File: config.mk
export PLATFORM = sky130hd
export DESIGN_NAME = frac_sf_norm_pipe_flat
export DESIGN_NICKNAME = d
export VERILOG_FILES = /design/src/rtl/frac_sf_norm_pipe_if.sv /design/src/rtl/frac_sf_norm_pipe.sv /design/src/flat_wrapper.sv
export SDC_FILE = /design/constraint.sdc
export NUM_CORES = 1
export LEC_CHECK = 0
export ABC_AREA = 1
export BUFFER_PORTS_ARGS = -buffer_cell sky130_fd_sc_hd__buf_2
export CAP_MARGIN = 20
export CORE_UTILIZATION = 55
export DETAILED_ROUTE_END_ITERATION = 10
export PLACE_DENSITY_LB_ADDON = 0.1
export SYNTH_ARGS = -nofsm -noshare
export SYNTH_HDL_FRONTEND = slang
export SYNTH_SLANG_ARGS = --single-unit
File: constraint.sdc
create_clock -name clk_i -period 10.5 [get_ports clk_i]
set_clock_uncertainty 0.1 [all_clocks]
set_input_delay 2.1 -clock clk_i [delete_from_list [all_inputs] [get_ports clk_i]]
set_output_delay 2.1 -clock clk_i [all_outputs]
set_load 0.02 [all_outputs]
File: src/rtl/frac_sf_norm_pipe_if.sv
// Handshake/data bundle for frac_sf_norm_pipe.
//   slave  : the normaliser (consumes input beat, produces result)
//   master : the environment (drives input beat, accepts result)
// Signals: flush_i, in_valid_i/in_ready_o, acc_sign_i, acc_hd_i, acc_s0_i..acc_s3_i,
//          out_valid_o/out_ready_i, sign_o, sf_o, mts_o, ovf_o, udf_o, nzero_o,
//          sticky_o (only when FRAC_SF_STICKY_EN is defined).
interface frac_sf_norm_pipe_if #(
  parameter int WIDTH    = 8,
  parameter int K        = 9,
  parameter int EXP      = 2,
  parameter int ACC      = (2**EXP)*(WIDTH-2),
  parameter int ACC_HEAD = $clog2(K)+2,
  parameter int MW       = 2*(WIDTH-3-EXP)+2,
  parameter int SFW      = $clog2(ACC)+2
);
  logic                  flush_i;
  logic                  in_valid_i;
  logic                  in_ready_o;
  logic                  acc_sign_i;
  logic [ACC_HEAD-1:0]   acc_hd_i;
  logic [ACC-1:0]        acc_s0_i;
  logic [ACC-1:0]        acc_s1_i;
  logic [ACC-1:0]        acc_s2_i;
  logic [ACC-1:0]        acc_s3_i;
  logic                  out_valid_o;
  logic                  out_ready_i;
  logic                  sign_o;
  logic signed [SFW-1:0] sf_o;
  logic [MW-1:0]         mts_o;
  logic                  ovf_o;
  logic                  udf_o;
  logic                  nzero_o;
`ifdef FRAC_SF_STICKY_EN
  logic                  sticky_o;
`endif

  modport master (
    output flush_i, in_valid_i, acc_sign_i, acc_hd_i,
           acc_s0_i, acc_s1_i, acc_s2_i, acc_s3_i, out_ready_i,
    input  in_ready_o, out_valid_o, sign_o, sf_o, mts_o, ovf_o, udf_o, nzero_o
`ifdef FRAC_SF_STICKY_EN
    , sticky_o
`endif
  );

  modport slave (
    input  flush_i, in_valid_i, acc_sign_i, acc_hd_i,
           acc_s0_i, acc_s1_i, acc_s2_i, acc_s3_i, out_ready_i,
    output in_ready_o, out_valid_o, sign_o, sf_o, mts_o, ovf_o, udf_o, nzero_o
`ifdef FRAC_SF_STICKY_EN
    , sticky_o
`endif
  );
endinterface

File: src/rtl/frac_sf_norm_pipe.sv
// Two-stage scale-factor/mantissa normaliser for a segmented quire accumulator.
// Stage 1 classifies the accumulator (OVF/POS/NEG/UDF/ZERO) and picks the
// segment pair holding the leading one; stage 2 counts leading zeros and
// emits scale factor, normalised mantissa and flags. Valid/ready on both sides.
// Ports: clk_i, rst (sync, active-high), bus (frac_sf_norm_pipe_if.slave).
// Macro FRAC_SF_STICKY_EN adds sticky_o (OR of bits discarded below mantissa).
module frac_sf_norm_pipe #(
  parameter int WIDTH    = 8,
  parameter int K        = 9,
  parameter int EXP      = 2,
  parameter int ACC      = (2**EXP)*(WIDTH-2),
  parameter int ACC_HEAD = $clog2(K)+2,
  parameter int MW       = 2*(WIDTH-3-EXP)+2,
  parameter int SFW      = $clog2(ACC)+2
) (
  input  logic               clk_i,
  input  logic               rst,
  frac_sf_norm_pipe_if.slave bus
);
  localparam int ZW = $clog2(ACC);
  localparam int PW = 2*ACC;

  typedef enum logic [2:0] {CLS_ZERO, CLS_OVF, CLS_POS, CLS_NEG, CLS_UDF} cls_e;

  // stage 1
  logic           v1, sign1;
  cls_e           cls1;
  logic [ACC-1:0] hi1, lo1;
  // stage 2 (registered outputs)
  logic                  v2, sign2, ovf2, udf2, nzero2;
  logic signed [SFW-1:0] sf2;
  logic [MW-1:0]         mts2;

  logic adv1, adv2, accept;
  cls_e           in_cls;
  logic [ACC-1:0] in_hi, in_lo;

  assign adv2   = ~v2 | bus.out_ready_i;
  assign adv1   = adv2 | ~v1;
  assign bus.in_ready_o = ~rst & ~bus.flush_i & (~v1 | ~v2 | bus.out_ready_i);
  assign accept = bus.in_valid_i & bus.in_ready_o;

  always_comb begin
    in_cls = CLS_ZERO;
    in_hi  = '0;
    in_lo  = '0;
    if (|bus.acc_hd_i)      in_cls = CLS_OVF;
    else if (|bus.acc_s0_i) in_cls = CLS_OVF;
    else if (|bus.acc_s1_i) begin
      in_cls = CLS_POS;
      in_hi  = bus.acc_s1_i;
      in_lo  = bus.acc_s2_i;
    end else if (|bus.acc_s2_i) begin
      in_cls = CLS_NEG;
      in_hi  = bus.acc_s2_i;
      in_lo  = bus.acc_s3_i;
    end else if (|bus.acc_s3_i) in_cls = CLS_UDF;
  end

  // Leading-zero count: later (higher) set bits overwrite earlier ones.
  logic [ZW-1:0] zc;
  always_comb begin
    zc = '0;
    for (int unsigned i = 0; i < ACC; i++)
      if (hi1[i]) zc = ZW'(ACC - 1 - i);
  end

  logic [PW-1:0]         shifted;
  logic signed [SFW-1:0] sf_n;
  logic [MW-1:0]         mts_n;
  logic                  ovf_n, udf_n, nzero_n;

  assign shifted = {hi1, lo1} << zc;

  always_comb begin
    sf_n    = '0;
    mts_n   = '0;
    ovf_n   = 1'b0;
    udf_n   = 1'b0;
    nzero_n = 1'b1;
    case (cls1)
      CLS_OVF:  ovf_n = 1'b1;
      CLS_UDF:  udf_n = 1'b1;
      CLS_ZERO: begin udf_n = 1'b1; nzero_n = 1'b0; end
      CLS_POS: begin
        sf_n  = SFW'(ACC - 1) - SFW'(zc);
        mts_n = MW'(shifted >> (PW - MW));
      end
      CLS_NEG: begin
        sf_n  = -SFW'(zc) - SFW'(1);
        mts_n = MW'(shifted >> (PW - MW));
      end
      default: ;
    endcase
  end

`ifdef FRAC_SF_STICKY_EN
  localparam logic [PW-1:0] LOW_MASK = {PW{1'b1}} >> MW;
  // For POS the pair is {s1,s2}, so all of s3 lies below the window too.
  logic xs1, sticky2, sticky_n;
  assign sticky_n = ((cls1 == CLS_POS) || (cls1 == CLS_NEG)) ?
                    ((|(shifted & LOW_MASK)) | xs1) : 1'b0;
`endif

  always_ff @(posedge clk_i) begin
    if (rst) begin
      v1 <= 1'b0;
    end else if (bus.flush_i) begin
      v1 <= 1'b0;
    end else if (adv1) begin
      v1 <= accept;
      if (accept) begin
        sign1 <= bus.acc_sign_i;
        cls1  <= in_cls;
        hi1   <= in_hi;
        lo1   <= in_lo;
`ifdef FRAC_SF_STICKY_EN
        xs1   <= (in_cls == CLS_POS) & (|bus.acc_s3_i);
`endif
      end
    end
  end

  always_ff @(posedge clk_i) begin
    if (rst) begin
      v2     <= 1'b0;
      sign2  <= 1'b0;
      sf2    <= '0;
      mts2   <= '0;
      ovf2   <= 1'b0;
      udf2   <= 1'b0;
      nzero2 <= 1'b1;
`ifdef FRAC_SF_STICKY_EN
      sticky2 <= 1'b0;
`endif
    end else if (bus.flush_i) begin
      v2 <= 1'b0;
    end else if (adv2) begin
      v2 <= v1;
      if (v1) begin
        sign2  <= sign1;
        sf2    <= sf_n;
        mts2   <= mts_n;
        ovf2   <= ovf_n;
        udf2   <= udf_n;
        nzero2 <= nzero_n;
`ifdef FRAC_SF_STICKY_EN
        sticky2 <= sticky_n;
`endif
      end
    end
  end

  assign bus.out_valid_o = v2;
  assign bus.sign_o      = sign2;
  assign bus.sf_o        = sf2;
  assign bus.mts_o       = mts2;
  assign bus.ovf_o       = ovf2;
  assign bus.udf_o       = udf2;
  assign bus.nzero_o     = nzero2;
`ifdef FRAC_SF_STICKY_EN
  assign bus.sticky_o    = sticky2;
`endif
endmodule

File: src/flat_wrapper.sv
// flat-port wrapper written by rule: the top's interface ports become plain ports
module frac_sf_norm_pipe_flat 
#(
  parameter int WIDTH    = 8,
  parameter int K        = 9,
  parameter int EXP      = 2,
  parameter int ACC      = (2**EXP)*(WIDTH-2),
  parameter int ACC_HEAD = $clog2(K)+2,
  parameter int MW       = 2*(WIDTH-3-EXP)+2,
  parameter int SFW      = $clog2(ACC)+2
)
  (clk_i, rst, bus_flush_i, bus_in_valid_i, bus_acc_sign_i, bus_acc_hd_i, bus_acc_s0_i, bus_acc_s1_i, bus_acc_s2_i, bus_acc_s3_i, bus_out_ready_i, bus_in_ready_o, bus_out_valid_o, bus_sign_o, bus_sf_o, bus_mts_o, bus_ovf_o, bus_udf_o, bus_nzero_o);
  frac_sf_norm_pipe_if #(.WIDTH(WIDTH), .K(K), .EXP(EXP), .ACC(ACC), .ACC_HEAD(ACC_HEAD), .MW(MW), .SFW(SFW)) bus_i ();
  input  logic clk_i;
  input  logic rst;
  input wire logic [$bits(bus_i.flush_i)-1:0] bus_flush_i;
  input wire logic [$bits(bus_i.in_valid_i)-1:0] bus_in_valid_i;
  input wire logic [$bits(bus_i.acc_sign_i)-1:0] bus_acc_sign_i;
  input wire logic [$bits(bus_i.acc_hd_i)-1:0] bus_acc_hd_i;
  input wire logic [$bits(bus_i.acc_s0_i)-1:0] bus_acc_s0_i;
  input wire logic [$bits(bus_i.acc_s1_i)-1:0] bus_acc_s1_i;
  input wire logic [$bits(bus_i.acc_s2_i)-1:0] bus_acc_s2_i;
  input wire logic [$bits(bus_i.acc_s3_i)-1:0] bus_acc_s3_i;
  input wire logic [$bits(bus_i.out_ready_i)-1:0] bus_out_ready_i;
  output wire logic [$bits(bus_i.in_ready_o)-1:0] bus_in_ready_o;
  output wire logic [$bits(bus_i.out_valid_o)-1:0] bus_out_valid_o;
  output wire logic [$bits(bus_i.sign_o)-1:0] bus_sign_o;
  output wire logic [$bits(bus_i.sf_o)-1:0] bus_sf_o;
  output wire logic [$bits(bus_i.mts_o)-1:0] bus_mts_o;
  output wire logic [$bits(bus_i.ovf_o)-1:0] bus_ovf_o;
  output wire logic [$bits(bus_i.udf_o)-1:0] bus_udf_o;
  output wire logic [$bits(bus_i.nzero_o)-1:0] bus_nzero_o;
  assign bus_i.flush_i = bus_flush_i;
  assign bus_i.in_valid_i = bus_in_valid_i;
  assign bus_i.acc_sign_i = bus_acc_sign_i;
  assign bus_i.acc_hd_i = bus_acc_hd_i;
  assign bus_i.acc_s0_i = bus_acc_s0_i;
  assign bus_i.acc_s1_i = bus_acc_s1_i;
  assign bus_i.acc_s2_i = bus_acc_s2_i;
  assign bus_i.acc_s3_i = bus_acc_s3_i;
  assign bus_i.out_ready_i = bus_out_ready_i;
  assign bus_in_ready_o = bus_i.in_ready_o;
  assign bus_out_valid_o = bus_i.out_valid_o;
  assign bus_sign_o = bus_i.sign_o;
  assign bus_sf_o = bus_i.sf_o;
  assign bus_mts_o = bus_i.mts_o;
  assign bus_ovf_o = bus_i.ovf_o;
  assign bus_udf_o = bus_i.udf_o;
  assign bus_nzero_o = bus_i.nzero_o;
  frac_sf_norm_pipe #(.WIDTH(WIDTH), .K(K), .EXP(EXP), .ACC(ACC), .ACC_HEAD(ACC_HEAD), .MW(MW), .SFW(SFW)) u_core (.clk_i(clk_i), .rst(rst), .bus(bus_i));
endmodule
==> metrics <==
status=completed; # clock sinks=55; reg2reg path depth=18; PortBufs=128; clk_lat worst skew=0.31 ns; Avg Inst Size Synth=6.773 um2; htree depth=2; Via density=5.694; hpwl dp=7.924 mm; drt pass-1 iters=5; arrival time of the worst setup path=2.95 ns; via count=4,259; Initial Util=58.28%; cts-stage hold buffer count=0; final net count=779; hold path startpoint=u_core.bus.sf_o[0]; WL met2=4.979 mm; die width=85.19 um; initial antenna violation count=0; Final GP Congestion=0.8988; Total GRT Usage=29.00%; final core occ=69.20%; IR drop worst, VDD=0.05422 mV; Worst EP required=8.30 ns; Slew @ Worst Pin=0.7755 ns; Synthesized Nets=671; Hold Path Cell Cnt=2; crit start category=input port; number of diodes=0; Cells after Synth=562; global-route wire length before repair=16.91 mm; met3 wire length=633 um; Final Max Slew Viols=0; #FFs+latches synth=55; RSZ-0062 raised after global routing=false; sequential share of the synthesized area=38.13%; worst hold endpoint=u_core.bus.sf_o[0]; reg-to-reg endpoint=u_core.bus.mts_o[5]; FP Rows=29; # IOs=129; Clk Tree Root Cell=clkbuf_8; Routed wire per std cell=13.67 um; share of cells above drive strength 1=22.50%; total power=0.0004239 W; Synth area leaders=edfxtp_1 (28%), nand3_1 (17%), nand2_1 (13%), dfxtp_1 (11%), a21oi_1 (6.6%); pwr/cell area=93.80 nW/um2; setup ws final=5.350 ns; ANT nets after route=0; crit-path max FO=17; setup TNS=0 ns; grt ovf=0; crit path kind=input port to output pin; Post-synth EDFFs=35; vias in the first global route=3,868; Post-CTS Setup Bufs=0; TritonCTS clock tree=built; largest area contributor in the netlist=edfxtp_1; final setup violating endpoints=0; routed wire length=10.23 mm; Ys Warns=0; dpl ws=5.351 ns; Synth-to-Final Area Change=18.74%; Top Metal Used=met4; max_slew headroom=47.90%; final hold vios=0; # DRC=0; area of the die=7257 um2; Metal-1 WL=4.393 mm; max_cap viols=0; post-synth cell types=33; post_cts resized=0; die height=85.19 um; R2R Setup Slk=6.83 ns; largest net degree at the start of global routing=36; fin crit period=5.150 ns; maximum clock insertion buffer count=2; fin crit share=49.05%; fmax=194.2 MHz; area of the core=6531 um2; Worst R2R Start=u_core.hi1[0]; CP Capture Type=output pin; Synth async-reset ratio=0%; Reg clk slew, reported paths=0.09 ns; Min Hold Slack=0.3656 ns; share of the synthesized area in the top cell type=27.61%; ys flop type=edfxtp_1; Pleak=2.050 nW; Num CTS Buffers=5; Cell Area, Synth=3806 um2; Iter 0 DRT Violations=411; HP Class=flip-flop to flip-flop
layout make-up:
type / count / area, um2
tap: 77 / 96.34
multi-input combinational: 428 / 2029
inverter: 49 / 183.9
fill: 592 / 2012
clock buffer: 7 / 86.33
timing repair buffer: 131 / 663.1
sequential: 55 / 1451
clock inverter: 1 / 8.758
registers in the layout, indices dropped and copies added (netlist names):
signal                  count
u_core.bus.sign_o           1
u_core.bus.mts_o            8
u_core.lo1                  7
u_core.sign1                1
u_core.bus.udf_o            1
u_core.bus.nzero_o          1
u_core.bus.sf_o             6
u_core.v1                   1
u_core.hi1                 24
u_core.bus.out_valid_o      1
u_core.bus.ovf_o            1
u_core.cls1                 3
cell usage after synthesis, types with 3 or more instances:
| master | n |
|---|---|
| nand2_1 | 130 |
| buf_4 | 4 |
| nor3_1 | 4 |
| buf_2 | 6 |
| and2_1 | 3 |
| inv_1 | 45 |
| nand4_1 | 4 |
| o21ai_1 | 4 |
| edfxtp_1 | 35 |
| or2_2 | 4 |
| o21ai_0 | 8 |
| nand2_2 | 3 |
| clkbuf_1 | 18 |
| nor4_1 | 24 |
| dfxtp_1 | 20 |
| nor2_1 | 47 |
| a21oi_1 | 50 |
| nand3_1 | 131 |
metal layers:
layer  track usage (%)  vias up
li1                  -     2150
met1             37.98     1880
met2             50.07      205
met3             4.183       24
met4             8.320        0
met5                 0        -
kinds of logic after synthesis:
group	Yosys count	share of synthesized area, %
adder cells (fa/ha/maj)	1	0.3287
buffers and inverters	79	8.777
AND/OR/NAND/NOR	357	43.06
flip-flops	55	38.13
AO/OA/AOI/OAI	70	9.698
worst max-delay path: stages:
cell and delay [ns]:
buf_2 0.19, or2_2 0.37, nor2_1 0.11, buf_2 0.17
how the worst max path moves through the flow:
stage | start | endpoint
after detailed placement | rst | bus_in_ready_o
final | rst | bus_in_ready_o
after global placement | rst | bus_in_ready_o
after floorplan | rst | u_core.cls1[0]
after global routing | rst | bus_in_ready_o
after CTS | rst | bus_in_ready_o
power breakdown:
part | switching [W] | total [W] | internal [W] | leakage (nW)
logic | 0.0000361 | 0.0000635 | 0.0000274 | 1.56
registers | 0.00000352 | 0.000238 | 0.000234 | 0.437
clock network | 0.0000679 | 0.000123 | 0.0000547 | 0.0489
stage by stage:
step                area (um2)  instances
floorplan                 3806        562
global placement          4424        740
detailed placement        4424        740
CTS                       4519        748
global route              4519        748
finish                    4519        748
layout by cell type (no fill, tap or decap), drive strengths merged, types with 7 or more instances in the layout:
master    n
edfxtp   35
nor4     24
clkbuf    7
inv      48
a21oi    50
o21ai    12
nor2     47
buf     131
nand3   131
nand2   135
dfxtp    20
(Power assumes the default switching activity.)
